`src/rtl/dnn_ctrl_pkg.sv`:
```
// Shared constants for the detection/alert controller: FSM encoding,
// default parameter values and small helpers.
package dnn_ctrl_pkg;

  localparam logic [1:0] S_IDLE  = 2'd0;
  localparam logic [1:0] S_ARMED = 2'd1;
  localparam logic [1:0] S_ALERT = 2'd2;
  localparam logic [1:0] S_HOLD  = 2'd3;

  localparam int DEF_HITS           = 2;
  localparam int DEF_GAP_CYCLES     = 2000000;
  localparam int DEF_BEEP_CYCLES    = 50000000;
  localparam int DEF_TONE_HALF      = 6250;
  localparam int DEF_HOLDOFF_CYCLES = 25000000;
  localparam int DEF_THR_PRV        = 8000;
  localparam int DEF_THR_PUB        = 7500;

  // Counter width for a timer of p clocks: ceil(log2(p)), never below 1 bit.
  function automatic int tw(input int p);
    return (p <= 1) ? 1 : $clog2(p);
  endfunction

  // 8-bit increment that sticks at 255.
  function automatic logic [7:0] sat_inc8(input logic [7:0] v);
    return (v == 8'hFF) ? v : v + 8'd1;
  endfunction

endpackage

```
`src/rtl/detect_alert_ctrl_if.sv`:
```
// Matcher <-> controller link: result strobe, hit flag, VAD flag and
// the threshold fed back to the matcher.
interface detect_alert_ctrl_if;
  logic        result_dv;
  logic        result;
  logic        vad_in;
  logic [15:0] thr_o;

  modport master (output result_dv, output result, output vad_in, input thr_o);
  modport slave  (input result_dv, input result, input vad_in, output thr_o);
endinterface

```
`src/rtl/alert_timer.sv`:
```
// Loadable down-counter. A load starts it at val_i; it counts to zero and
// raises done_o for the single clock it sits at zero, then idles.
module alert_timer #(
  parameter int W = 1
) (
  input  logic         clk,
  input  logic         reset,
  input  logic         load_i,
  input  logic [W-1:0] val_i,
  output logic         done_o
);

  logic [W-1:0] cnt_q;
  logic         run_q;

  // Load has priority; otherwise count down while running, stop after zero.
  always_ff @(posedge clk) begin
    if (!reset) begin
      cnt_q <= '0;
      run_q <= 1'b0;
    end else if (load_i) begin
      cnt_q <= val_i;
      run_q <= 1'b1;
    end else if (run_q) begin
      if (cnt_q == '0) run_q <= 1'b0;
      else             cnt_q <= cnt_q - 1'b1;
    end
  end

  assign done_o = run_q && (cnt_q == '0);

endmodule

```
`src/rtl/detect_alert_ctrl.sv`:
```
// Alert controller: counts consecutive matcher hits, sounds a tone and
// lights the LED for a fixed time, then enforces a refractory holdoff.
module detect_alert_ctrl
  import dnn_ctrl_pkg::*;
#(
  parameter int HITS           = DEF_HITS,
  parameter int GAP_CYCLES     = DEF_GAP_CYCLES,
  parameter int BEEP_CYCLES    = DEF_BEEP_CYCLES,
  parameter int TONE_HALF      = DEF_TONE_HALF,
  parameter int HOLDOFF_CYCLES = DEF_HOLDOFF_CYCLES,
  parameter int THR_PRV        = DEF_THR_PRV,
  parameter int THR_PUB        = DEF_THR_PUB
) (
  input  logic                      clk,
  input  logic                      reset,
  input  logic                      switch,
  detect_alert_ctrl_if.slave        m,
  output logic                      beep,
  output logic                      led_det,
  output logic                      led_vad,
  output logic [7:0]                det_cnt
);

  localparam int GW  = tw(GAP_CYCLES);
  localparam int BW  = tw(BEEP_CYCLES);
  localparam int HW  = tw(HOLDOFF_CYCLES);
  localparam int TNW = tw(TONE_HALF);

  // Timers run from P-1 down to 0, i.e. exactly P clocks.
  localparam logic [GW-1:0]  GAP_LD    = GW'(GAP_CYCLES - 1);
  localparam logic [BW-1:0]  BEEP_LD   = BW'(BEEP_CYCLES - 1);
  localparam logic [HW-1:0]  HOLD_LD   = (HOLDOFF_CYCLES == 0) ? '0 : HW'(HOLDOFF_CYCLES - 1);
  localparam logic [TNW-1:0] TONE_LAST = TNW'(TONE_HALF - 1);

  logic [1:0]     state_q, state_d;
  logic [3:0]     hit_q, hit_d, hit_inc;
  logic [TNW-1:0] tone_q;
  logic           beep_q, led_det_q, led_vad_q;
  logic [7:0]     det_q;
  logic [15:0]    thr_q;
  logic           hit_pos, hit_neg;
  logic           gap_ld, beep_ld, hold_ld;
  logic           gap_done, beep_done, hold_done;

  assign hit_pos = m.result_dv &  m.result;
  assign hit_neg = m.result_dv & ~m.result;
  assign hit_inc = hit_q + 4'd1;

  // Next-state and hit-count logic; strobes only matter in IDLE/ARMED.
  always_comb begin
    state_d = state_q;
    hit_d   = hit_q;
    gap_ld  = 1'b0;
    case (state_q)
      S_IDLE: if (hit_pos) begin
        if (HITS == 1) begin
          state_d = S_ALERT;
          hit_d   = '0;
        end else begin
          state_d = S_ARMED;
          hit_d   = 4'd1;
          gap_ld  = 1'b1;
        end
      end
      S_ARMED: begin
        if (hit_pos) begin
          if (hit_inc == 4'(HITS)) begin
            state_d = S_ALERT;
            hit_d   = '0;
          end else begin
            hit_d  = hit_inc;
            gap_ld = 1'b1;
          end
        end else if (hit_neg || gap_done) begin
          state_d = S_IDLE;
          hit_d   = '0;
        end
      end
      S_ALERT: if (beep_done) state_d = (HOLDOFF_CYCLES == 0) ? S_IDLE : S_HOLD;
      S_HOLD:  if (hold_done) state_d = S_IDLE;
      default: state_d = S_IDLE;
    endcase
  end

  assign beep_ld = (state_d == S_ALERT) && (state_q != S_ALERT);
  assign hold_ld = (state_q == S_ALERT) && (state_d == S_HOLD);

  alert_timer #(.W(GW)) u_gap  (.clk(clk), .reset(reset), .load_i(gap_ld),  .val_i(GAP_LD),  .done_o(gap_done));
  alert_timer #(.W(BW)) u_beep (.clk(clk), .reset(reset), .load_i(beep_ld), .val_i(BEEP_LD), .done_o(beep_done));
  alert_timer #(.W(HW)) u_hold (.clk(clk), .reset(reset), .load_i(hold_ld), .val_i(HOLD_LD), .done_o(hold_done));

  // FSM state, hit count and the simple registered outputs.
  always_ff @(posedge clk) begin
    if (!reset) begin
      state_q   <= S_IDLE;
      hit_q     <= '0;
      led_det_q <= 1'b0;
      led_vad_q <= 1'b0;
      thr_q     <= 16'(THR_PRV);
    end else begin
      state_q   <= state_d;
      hit_q     <= hit_d;
      led_det_q <= (state_d == S_ALERT);
      led_vad_q <= m.vad_in;
      thr_q     <= switch ? 16'(THR_PRV) : 16'(THR_PUB);
    end
  end

  // Tone generator and alert counter: start high on ALERT entry, toggle
  // every TONE_HALF clocks, forced low as soon as ALERT is left.
  always_ff @(posedge clk) begin
    if (!reset) begin
      beep_q <= 1'b0;
      tone_q <= '0;
      det_q  <= '0;
    end else if (beep_ld) begin
      beep_q <= 1'b1;
      tone_q <= '0;
      det_q  <= sat_inc8(det_q);
    end else if (state_d == S_ALERT) begin
      if (tone_q == TONE_LAST) begin
        beep_q <= ~beep_q;
        tone_q <= '0;
      end else begin
        tone_q <= tone_q + 1'b1;
      end
    end else begin
      beep_q <= 1'b0;
      tone_q <= '0;
    end
  end

  assign m.thr_o   = thr_q;
  assign beep      = beep_q;
  assign led_det   = led_det_q;
  assign led_vad   = led_vad_q;
  assign det_cnt   = det_q;

endmodule

```
`src/flat_wrapper.sv`:
```
// flat-port wrapper written by rule: the top's interface ports become plain ports
module detect_alert_ctrl_flat import dnn_ctrl_pkg::*;
#(
  parameter int HITS           = DEF_HITS,
  parameter int GAP_CYCLES     = DEF_GAP_CYCLES,
  parameter int BEEP_CYCLES    = DEF_BEEP_CYCLES,
  parameter int TONE_HALF      = DEF_TONE_HALF,
  parameter int HOLDOFF_CYCLES = DEF_HOLDOFF_CYCLES,
  parameter int THR_PRV        = DEF_THR_PRV,
  parameter int THR_PUB        = DEF_THR_PUB
)
  (clk, reset, switch, beep, led_det, led_vad, det_cnt, m_result_dv, m_result, m_vad_in, m_thr_o);
  detect_alert_ctrl_if m_i ();
  input  logic clk;
  input  logic reset;
  input  logic switch;
  output logic beep;
  output logic led_det;
  output logic led_vad;
  output logic [7:0] det_cnt;
  input wire logic [$bits(m_i.result_dv)-1:0] m_result_dv;
  input wire logic [$bits(m_i.result)-1:0] m_result;
  input wire logic [$bits(m_i.vad_in)-1:0] m_vad_in;
  output wire logic [$bits(m_i.thr_o)-1:0] m_thr_o;
  assign m_i.result_dv = m_result_dv;
  assign m_i.result = m_result;
  assign m_i.vad_in = m_vad_in;
  assign m_thr_o = m_i.thr_o;
  detect_alert_ctrl #(.HITS(HITS), .GAP_CYCLES(GAP_CYCLES), .BEEP_CYCLES(BEEP_CYCLES), .TONE_HALF(TONE_HALF), .HOLDOFF_CYCLES(HOLDOFF_CYCLES), .THR_PRV(THR_PRV), .THR_PUB(THR_PUB)) u_core (.clk(clk), .reset(reset), .switch(switch), .m(m_i), .beep(beep), .led_det(led_det), .led_vad(led_vad), .det_cnt(det_cnt));
endmodule
```
`config.mk`:
```
export PLATFORM = sky130hd
export DESIGN_NAME = detect_alert_ctrl_flat
export DESIGN_NICKNAME = d
export VERILOG_FILES = /design/src/rtl/dnn_ctrl_pkg.sv /design/src/rtl/detect_alert_ctrl_if.sv /design/src/rtl/alert_timer.sv /design/src/rtl/detect_alert_ctrl.sv /design/src/flat_wrapper.sv
export SDC_FILE = /design/constraint.sdc
export NUM_CORES = 1
export LEC_CHECK = 0
export BUFFER_PORTS_ARGS = -buffer_cell sky130_fd_sc_hd__buf_2
export CORE_ASPECT_RATIO = 1.1
export CORE_MARGIN = 1
export CORE_UTILIZATION = 60
export CTS_CLUSTER_DIAMETER = 80
export DETAILED_ROUTE_END_ITERATION = 16
export PLACE_DENSITY = 0.79
export SKIP_CTS_REPAIR_TIMING = 1
export SLEW_MARGIN = 5
export SYNTH_ARGS = -nofsm -noshare
export SYNTH_HDL_FRONTEND = slang
export SYNTH_SLANG_ARGS = --single-unit
```
`constraint.sdc`:
```
create_clock -name clk -period 2.98 [get_ports clk]
set_clock_uncertainty 0.15 [all_clocks]
set_input_delay 0.447 -clock clk [delete_from_list [all_inputs] [get_ports clk]]
set_output_delay 0.447 -clock clk [all_outputs]
set_load 0.01 [all_outputs]
```
Word-level counts from Yosys, hierarchy flattened

Cells that the tools add are included.

Bits in registers: 121

Reduce and logical (&&, ||, !) cells: 26
Equality and inequality tests: 15
Multiplexer cells: 38
Bitwise gates (word level): 10
Add/subtract/negate cells: 6

Operator list:

| cell                                                                     | count |
|---|---|
| 26-bit 2-to-1 mux                                                        | 3 |
| 25-bit 2-to-1 mux                                                        | 3 |
| 21-bit 2-to-1 mux                                                        | 3 |
| 26-bit zero test                                                         | 1 |
| 26-bit by 1-bit subtractor with 26-bit output (second input constant)    | 1 |
| 25-bit zero test                                                         | 1 |
| 25-bit by 1-bit subtractor with 25-bit output (second input constant)    | 1 |
| 21-bit zero test                                                         | 1 |
| 21-bit by 1-bit subtractor with 21-bit output (second input constant)    | 1 |
| 4-bit 2-to-1 mux                                                         | 4 |
| 1-bit 2-to-1 mux                                                         | 15 |
| 2-bit AND reduction                                                      | 7 |
| 13-bit by 1-bit adder with 13-bit output (second input constant)         | 1 |
| 13-bit == test (second input constant)                                   | 1 |
| 2-bit 2-to-1 mux                                                         | 6 |
| 10-bit 2-to-1 mux                                                        | 1 |
| 8-bit by 1-bit adder with 8-bit output (second input constant)           | 1 |
| 2-bit == test (second input constant)                                    | 4 |
| 8-bit == test (second input constant)                                    | 1 |
| 2-bit by 1-bit inequality test with 1-bit output (second input constant) | 4 |
| 1-bit NOT                                                                | 8 |
| 2-bit one-hot mux with 4 select lines                                    | 1 |
| 4-bit one-hot mux with 2 select lines                                    | 1 |
| 2-bit nonzero test                                                       | 4 |
| 14 further kinds                                                         | 21 |

Logic depth before layout (Yosys ltp)

Gate-level depths: netlist of the first run.

Depth in word-level cells: 10
Depth in mapped cells: 9
Depth with buffers taken out: 8

Hierarchy

From an unflattened synthesis of the first run, not the netlist that was laid out.

Cell total of the unflattened synthesis: 738
Area, all modules: 6065.8 µm²

Modules (own cells, without submodules):

| module                      | area each (µm²) | instances | cells each |
|---|---|---|---|
| detect_alert_ctrl           | 1635.3          | 1         | 193 |
| alert_timer (u_core.u_beep) | 1586.5          | 1         | 193 |
| alert_timer (u_core.u_hold) | 1536.5          | 1         | 197 |
| alert_timer (u_core.u_gap)  | 1307.5          | 1         | 155 |

Worst setup path before layout of the first run

Ideal clock, no wire load.

Kind: flip-flop to flip-flop
Start point: register u_core.u_hold.cnt_q[3]
End point: register u_core.u_hold.cnt_q[1]
Library setup time: 0.070 ns
Period minus slack after synthesis: 2.342 ns
Path buffers: 0
Data arrival time: 2.122 ns
Setup slack: 0.638 ns
Cell stages (with the launch flop): 7
Cells stage by stage: dfxtp_1 or4_4 or2_1 nor4_4 nand2b_1 mux2_1 a21oi_1

Cells in the longest elaborated chain, start to end: 8

Ends and longest elaborated chain:

| what                                                                                                    | RTL line                             | text |
|---|---|---|
| from (decl)                                                                                             | alert_timer.sv:13                    | `logic [W-1:0] cnt_q;` |
| from (signal assigned)                                                                                  | alert_timer.sv:22                    | `cnt_q <= val_i;` |
| from (signal assigned)                                                                                  | alert_timer.sv:26                    | `else cnt_q <= cnt_q - 1'b1;` |
| 25-bit zero test *                                                                                      | alert_timer.sv:25, alert_timer.sv:30 |  |
| 1-bit logical AND                                                                                       | alert_timer.sv:30                    | `assign done_o = run_q && (cnt_q == '0);` |
| 2-bit 2-to-1 mux                                                                                        | detect_alert_ctrl.sv:80              | `S_HOLD: if (hold_done) state_d = S_IDLE;` |
| 2-bit one-hot mux with 4 select lines                                                                   | detect_alert_ctrl.sv:54              | `case (state_q)` |
| 2-bit == test                                                                                           | detect_alert_ctrl.sv:86              | `assign hold_ld = (state_q == S_ALERT) && (state_d == S_HOLD);` |
| 1-bit logical AND                                                                                       | detect_alert_ctrl.sv:86              |  |
| 2-bit by 1-bit inequality test with 1-bit output (no source line) or 2-bit nonzero test (tied branches) | n/a                                  |  |
| 2-bit AND reduction (no source line)                                                                    | n/a                                  |  |

Every way passes the cells marked *; elsewhere a longest branch is shown, timed or not.
A chain may end at the register's enable or synchronous reset.

Worst setup path after layout of the first run

Same ends and word-level chain as after synthesis.

==> results of run 1 <==
-- worst max-delay path: stages (launching register included) --
cell and delay [ps]:
sky130_fd_sc_hd__dfxtp_1 350, sky130_fd_sc_hd__or4_4 580, sky130_fd_sc_hd__or2_1 340, sky130_fd_sc_hd__nor4_4 350, sky130_fd_sc_hd__nand2b_1 230, sky130_fd_sc_hd__mux2_1 330
sky130_fd_sc_hd__a21oi_1 140
-- where the power goes --
group	switching [uW]	total (uW)	internal (uW)
Sequential	33.2	1490	1460
Clock	498	834	336
Combinational	138	223	85.2
Total	670	2550	1880
-- path summary, 6_finish.rpt --
check | end | slack (ps)
worst max register to register | u_core.u_hold.cnt_q[1] | 440
worst max-delay path | u_core.u_hold.cnt_q[1] | 440
worst min-delay path | u_core.led_vad | 130
worst min register to register | u_core.tone_q[0] | 340
-- through the flow --
stage          instance area [um^2]  hold WS [ps]  setup WS [ps]  util (%)
4_1_cts                        5530           131            443      66.1
5_1_grt                        5530           133            243      66.1
2_1_floorplan                  5220           295            638         -
3_5_place_dp                   5350           320            477      64.0
3_3_place_gp                   5350           304            540      64.0
6_report                       5530           132            443      66.1
-- cell usage in the layout, fill, tap and decap left out, types with 13 or more instances in the layout --
| master | instances |
|---|---|
| sky130_fd_sc_hd__inv_1 | 16 |
| sky130_fd_sc_hd__a21oi_1 | 59 |
| sky130_fd_sc_hd__nor2_1 | 76 |
| sky130_fd_sc_hd__nor3_1 | 21 |
| sky130_fd_sc_hd__xor2_1 | 40 |
| sky130_fd_sc_hd__nand2_1 | 37 |
| sky130_fd_sc_hd__conb_1 | 13 |
| sky130_fd_sc_hd__nand3_1 | 24 |
| sky130_fd_sc_hd__nor4_1 | 14 |
| sky130_fd_sc_hd__buf_2 | 19 |
| sky130_fd_sc_hd__xnor2_1 | 38 |
| sky130_fd_sc_hd__dfxtp_1 | 107 |
-- Yosys cell counts (14+ instances only) --
| library cell | number | share of area, % |
|---|---|---|
| sky130_fd_sc_hd__inv_1 | 16 | 1.2 |
| sky130_fd_sc_hd__xor2_1 | 40 | 6.8 |
| sky130_fd_sc_hd__dfxtp_1 | 107 | 41 |
| sky130_fd_sc_hd__nand2_1 | 37 | 2.7 |
| sky130_fd_sc_hd__nand3_1 | 24 | 2.3 |
| sky130_fd_sc_hd__xnor2_1 | 38 | 6.4 |
| sky130_fd_sc_hd__a21oi_1 | 59 | 5.7 |
| sky130_fd_sc_hd__nor3_1 | 21 | 2.0 |
| sky130_fd_sc_hd__clkbuf_1 | 14 | 1.0 |
| sky130_fd_sc_hd__buf_4 | 14 | 2.0 |
| sky130_fd_sc_hd__nor2_1 | 76 | 5.5 |
| sky130_fd_sc_hd__nor4_1 | 14 | 1.7 |
-- cells by family (layout without fill, tap and decap cells) --
logic type,Yosys count,count (layout),synth area share (%)
other,2,13,0.145
XOR/XNOR,78,78,13.2
multiplexers,2,2,0.411
AND/OR/NAND/NOR,256,256,28.0
AO/OA/AOI/OAI,92,92,10.3
buffers and inverters,46,58,4.37
flip-flops,107,107,41.4
adder cells (fa/ha/maj),9,9,2.17
-- area by class of cell --
type	instances	area, um^2	share of cell area, %
clock buffer	12	145	2.62
clock inverter	4	35.0	0.633
inverter	17	63.8	1.15
multi-input combinational	450	2850	51.6
sequential	107	2140	38.7
tap	111	139	2.51
timing repair buffer	25	153	2.76
-- state kept, by name, summed over array words and instances (netlist names) --
signal	cells
u_core.u_gap.cnt_q	21
u_core.det_cnt	8
u_core.u_hold.run_q	1
u_core.u_gap.run_q	1
u_core.led_det	1
u_core.tone_q	13
u_core.u_beep.cnt_q	26
u_core.beep	1
u_core.u_hold.cnt_q	25
u_core.led_vad	1
u_core.hit_q	4
u_core.state_q	2
u_core.m.thr_o	2
u_core.u_beep.run_q	1
-- routing by layer --
| layer | GRT usage (%) | part of all wire (%) | vias up | wire length, um |
|---|---|---|---|---|
| met5 | 0 | 0 | - | 0 |
| met4 | 9.68 | 1.4 | 0 | 144 |
| met3 | 4.28 | 3.0 | 15 | 309 |
| met2 | 41.6 | 50 | 75 | 5160 |
| met1 | 29.6 | 46 | 1962 | 4680 |
| li1 | - | - | 2086 | - |
==> results list, run 1 <==
* Result of the run: finished clean
- Power Dens Cells: around 460 mW/mm^2
* Clock latency reported for the late side of the worst-skew pair: approximately 380 ps
- Maximum clock frequency: 0.394 GHz
- The mapped netlist covers between 0.005 and 0.006 mm^2.
- Global routing used 24.0% of the available tracks.
- For this configuration, the core starts out at a cell density of 61.9%.
- Total negative setup slack: 0 ps
- In this run, synthesis produced a sequential element count of about 110.
- Timing startpoint of the critical path: u_core.u_hold.cnt_q[3]
* Headroom to the max-slew limit: 40.5%
- # fillers: roughly 680
* Global-route wire length before repair: ~18000 um
* Worst hold start: m_vad_in
* Die span in y: 99.5 um
- Post-detailed-route wirelength per cell: approximately 14 um
- Final number of max-transition violations: 0
* Initial antenna violation count: 0
* CP Class: reg -> reg
* Cell count after synthesis: a little under 600
- Overall power consumption after layout is estimated at between 2000 and 3000 uW.
* Port Buffers: 19
- Total number of placement rows: 35
- Max-Cap Viols: 0
- Clock Path Buffers: 2
- The final critical path takes up 85.1% of the cycle.
- Total congestion overflow: 0
* Share of layout cells above drive strength 1: a little under an eighth
- Worst reg2reg startpoint: u_core.u_hold.cnt_q[3]
- Vias in the first global route: about 4000
* Layout overhead on the synthesized area: 6.76%
- Along the worst path, the maximum fanout reaches 5.
* CP endpoint kind: flip-flop
- CTS sink count: ~110
- Proportion of synthesized flip-flops having asynchronous set or reset: 0%
- The Yosys step of the flow raised 0 warnings.
- Diodes inserted: 0
- For the worst flop-to-flop path, the logic depth is 6.
- Crit path DAT: 2690 ps
- Period minus WS final: 2540 ps
* Synthesized area per cell: 8.75 um^2
* Transition time of the tightest slew-check pin: roughly 890 ps
- For this run, the leading register cell type out of synthesis is sky130_fd_sc_hd__dfxtp_1.
* Placeable core area: ~0.0084 mm^2
- IR analysis of the VDD net gives a maximum drop of between 0.0002 and 0.00025 V.
* Hold violation total from the final report: 0
* RSZ-0062 raised after global routing: no
- Fraction of the yosys area taken by sequential cells: between 40 and 50%
- Counting flops with a built-in enable in the synthesized netlist gives 0.
- Entering global routing, the biggest net connects 34 pins.
* Total Wirelength: a little over 10000 um
- In this run the clock root is driven by a sky130_fd_sc_hd__clkbuf_8.
- Once detail routing completed, the nets flagged for antenna violations numbered 0.
* HPWL after detailed placement: 7280 um
* Clock transition time at the flip-flop clock pins of the worst setup and hold paths: roughly 90 ps
* Number of DRC violations after detailed routing: 0
- Data required, critical path: 3130 ps
- The path class of the tightest hold or removal check is in -> reg.
* Total of endpoints with negative setup slack in the final report: 0
- After synthesis, the netlist uses 61 different library cells.
* DR pass1 iterations: 5
- Nets: roughly 630
- Worst Hold Depth: 2
- Once placement completed, the tool counted placed cells totaling 710.
- For this design the top-level I/O count stands at 33.
- Max H-tree Level: 3
* DRC violation total after the first TritonRoute iteration: approximately 150
* Die outline area: about 0.0090 mm^2
- Number of CTS-inserted buffers: 9
* TritonCTS clock tree: built
- Routability-driven placement finished with a final weighted congestion of approximately 0.88.
- Kind of launch point of the worst setup path: flip-flop
* Standby leakage power: about 0.002 uW
- The finished layout holds about 730 standard cells, fillers aside.
* Vias per Instance: between 5 and 6
* Number of vias after detailed routing: 4138
- The floorplan step set the die width to approximately 91 um.
No activity file was read; power rests on OpenSTA's default activity.
==> run 2, diff against run 1 <==
--- a/config.mk
+++ b/config.mk
@@ -8,10 +8,10 @@
 export BUFFER_PORTS_ARGS = -buffer_cell sky130_fd_sc_hd__buf_2
 export CORE_ASPECT_RATIO = 1.1
 export CORE_MARGIN = 1
-export CORE_UTILIZATION = 60
+export CORE_UTILIZATION = 65
 export CTS_CLUSTER_DIAMETER = 80
 export DETAILED_ROUTE_END_ITERATION = 16
-export PLACE_DENSITY = 0.79
+export PLACE_DENSITY = 0.85
 export SKIP_CTS_REPAIR_TIMING = 1
 export SLEW_MARGIN = 5
 export SYNTH_ARGS = -nofsm -noshare
==> constraint.sdc (replaced) <==
create_clock -name clk -period 3.2 [get_ports clk]
set_clock_uncertainty 0.15 [all_clocks]
set_input_delay 0.48 -clock clk [delete_from_list [all_inputs] [get_ports clk]]
set_output_delay 0.48 -clock clk [all_outputs]
set_load 0.01 [all_outputs]
==> run 2 against run 1 <==
  * Clock power fell by 3.2%
  * First-iteration DRC count grew 42%
  * Die area fell by 7.5%
  * Final area about the same
==> results list, run 2 (synthesized netlist as in run 1, its figures left out) <==
- The number of antenna violations at the first check in global routing came to 0.
* Total of endpoints with negative setup slack in the final report: 0
- For the worst setup path, the data required time is ~3300 ps.
* Hold violation total from the final report: 0
- After detailed routing, the number of remaining DRC violations is 0.
- Part of the cycle the worst path needs: 81.5%
* Cell family contributing the most delay on the critical path: simple AND/OR/NAND/NOR gates
- Critical path cell sequence: nor4_1, nand4_1, or3_1, o211a_2, o21ai_1, buf_4, nor2_1
- Kind of launch point of the worst setup path: flip-flop
- Leaving out fill and tap cells, the most frequent cell in the layout is sky130_fd_sc_hd__dfxtp_1.
- The detail route stage leaves a number of antenna-violating nets equal to 0.
- The region available for standard cell placement spans between 0.007 and 0.008 mm^2.
* Starting density of the core: 68.2%
- On the worst path, the slowest cell contributes a delay of 570 ps.
- Total power: between 2000 and 2500 uW
* Nets: about 630
- Clock transition time at the flip-flop clock pins of the worst setup and hold paths: around 100 ps
* Total Wirelength: 10100 um
* Post-detailed-route wirelength per cell: between 10 and 15 um
* Result of the run: finished clean
- TritonCTS built the clock tree.
- In the final layout, the share of cells above drive strength 1 is between 10% and 20%.
- Number of top-level pins: 33
- The final route contains ~4000 vias.
- In this run the number of H-tree levels came out at 3.
- Summing all placed instances gives a cell area of approximately 0.0053 mm^2.
* Die span in y: approximately 96 um
- Registers with the most flip-flops: u_core.u_beep.cnt_q x26, u_core.u_hold.cnt_q x25, u_core.u_gap.cnt_q x21
- Critical path's slowest cell: sky130_fd_sc_hd__or3_1
- The number of buffers and inverters on the critical path is 1.
* Final number of max-transition violations: 0
- Final Hold Slack: 172 ps
* DRC violation total after the first TritonRoute iteration: around 220
* Die W: approximately 87 um
- Setup slack closes at between 500 and 600 ps.
* Max-Cap Viols: 0
- Timing would allow up to roughly 0.38 GHz.
- The HPWL after detailed placement is 7230 um.
* CP endpoint kind: flip-flop
- Setup repair after global routing left no endpoint under its margin.
* Min-delay worst type: in -> reg
* Flip-flop count of the largest register, all copies and words added: 26
- Vias in the first global route: between 3000 and 4000
- Clock latency reported for the late side of the worst-skew pair: 370 ps
- Layout overhead on the synthesized area: 6.67%
- The first global-routing pass estimated ~17000 um of wire.
- Timing analysis after detailed placement gives a worst setup slack of between 600 and 700 ps.
- In this run the static leakage power is 0.00205 uW.
- CTS placed an instance of sky130_fd_sc_hd__clkbuf_8 at the clock tree root.
- Crit path DAT: between 2000 and 3000 ps
- After floorplanning, the core was divided into 33 placement rows.
* Placer Congestion: between 0.8 and 0.9
- Diodes inserted: 0
- Total congestion overflow: 0
- The worst setup path is of the reg -> reg kind.
- Entering global routing, the biggest net connects just over 40 pins.
* Commonest cells after routing, fill and taps aside: 107 x sky130_fd_sc_hd__dfxtp_1, 76 x sky130_fd_sc_hd__nor2_1, 59 x sky130_fd_sc_hd__a21oi_1
* CTS sink count: approximately 110
- Vias per Instance: ~5.7
- Counting along the longest clock path gives a buffer depth of 2.
* Headroom to the max-slew limit: 42.2%
- Period minus WS final: between 2000 and 3000 ps
- Along the worst path, the maximum fanout reaches 12.
- Number of CTS-inserted buffers: 9
* DR pass1 iterations: 4
* Power Dens Cells: roughly 440 mW/mm^2
* Die outline area: around 0.0083 mm^2
- All-Layer GR Usage: about a quarter
* Port Buffers: 19
- Transition time of the tightest slew-check pin: between 800 and 900 ps
- Total negative setup slack: 0 ps
- Across the VDD grid, the largest voltage drop is approximately 0.00024 V.
* Final instance area: 0.00553 mm^2
- Register with the most flip-flops: u_core.u_beep.cnt_q
==> run 2: report_power, final <==
| part | switching (uW) | leakage (uW) | internal, uW |
|---|---|---|---|
| Clock | 470 | 0.000101 | 337 |
| Combinational | 130 | 0.00108 | 78.0 |
| Sequential | 31.3 | 0.000867 | 1360 |
==> run 2: routing by layer <==
| metal | up-vias | part of all wire [%] | GRT usage (%) |
|---|---|---|---|
| met5 | - | 0 | 0 |
| met4 | 0 | 1.9 | 12.2 |
| met3 | 16 | 4.1 | 3.55 |
| met2 | 105 | 49 | 45.9 |
| met1 | 1895 | 45 | 31.5 |
| li1 | 2086 | - | - |
==> run 2: worst paths after layout <==
path                  endpoint  slack [ps]  cells past startpoint               startpoint
max           u_core.tone_q[6]         590                      7  u_core.u_beep.cnt_q[21]
min          u_core.m.thr_o[9]         170                      2                   switch
max reg2reg   u_core.tone_q[6]         590                      7  u_core.u_beep.cnt_q[21]
min reg2reg   u_core.tone_q[0]         340                      1         u_core.tone_q[0]
==> run 2: worst reg2reg max path: cells and delay by family (launching register included) <==
kind,cells,cell delay (ps)
buffers and inverters,1,200
AOI/OAI and AO/OA,2,350
DFF,1,350
and+or+nand+nor,4,1450
==> run 2: cell type report <==
cell class	count	area, um^2
Timing Repair Buffer	25	140
Tap cell	105	131
Fill cell	569	2070
Clock buffer	11	151
Sequential cell	107	2140
Clock inverter	5	43.8
Inverter	17	63.8
Multi-Input combinational cell	450	2850
==> run 2: through the flow <==
step | std cells | util, %
3_3_place_gp | 704 | 70.2
6_report | 720 | 72.7
4_1_cts | 720 | 72.7
3_5_place_dp | 704 | 70.2
2_1_floorplan | 603 | -
5_1_grt | 720 | 72.7
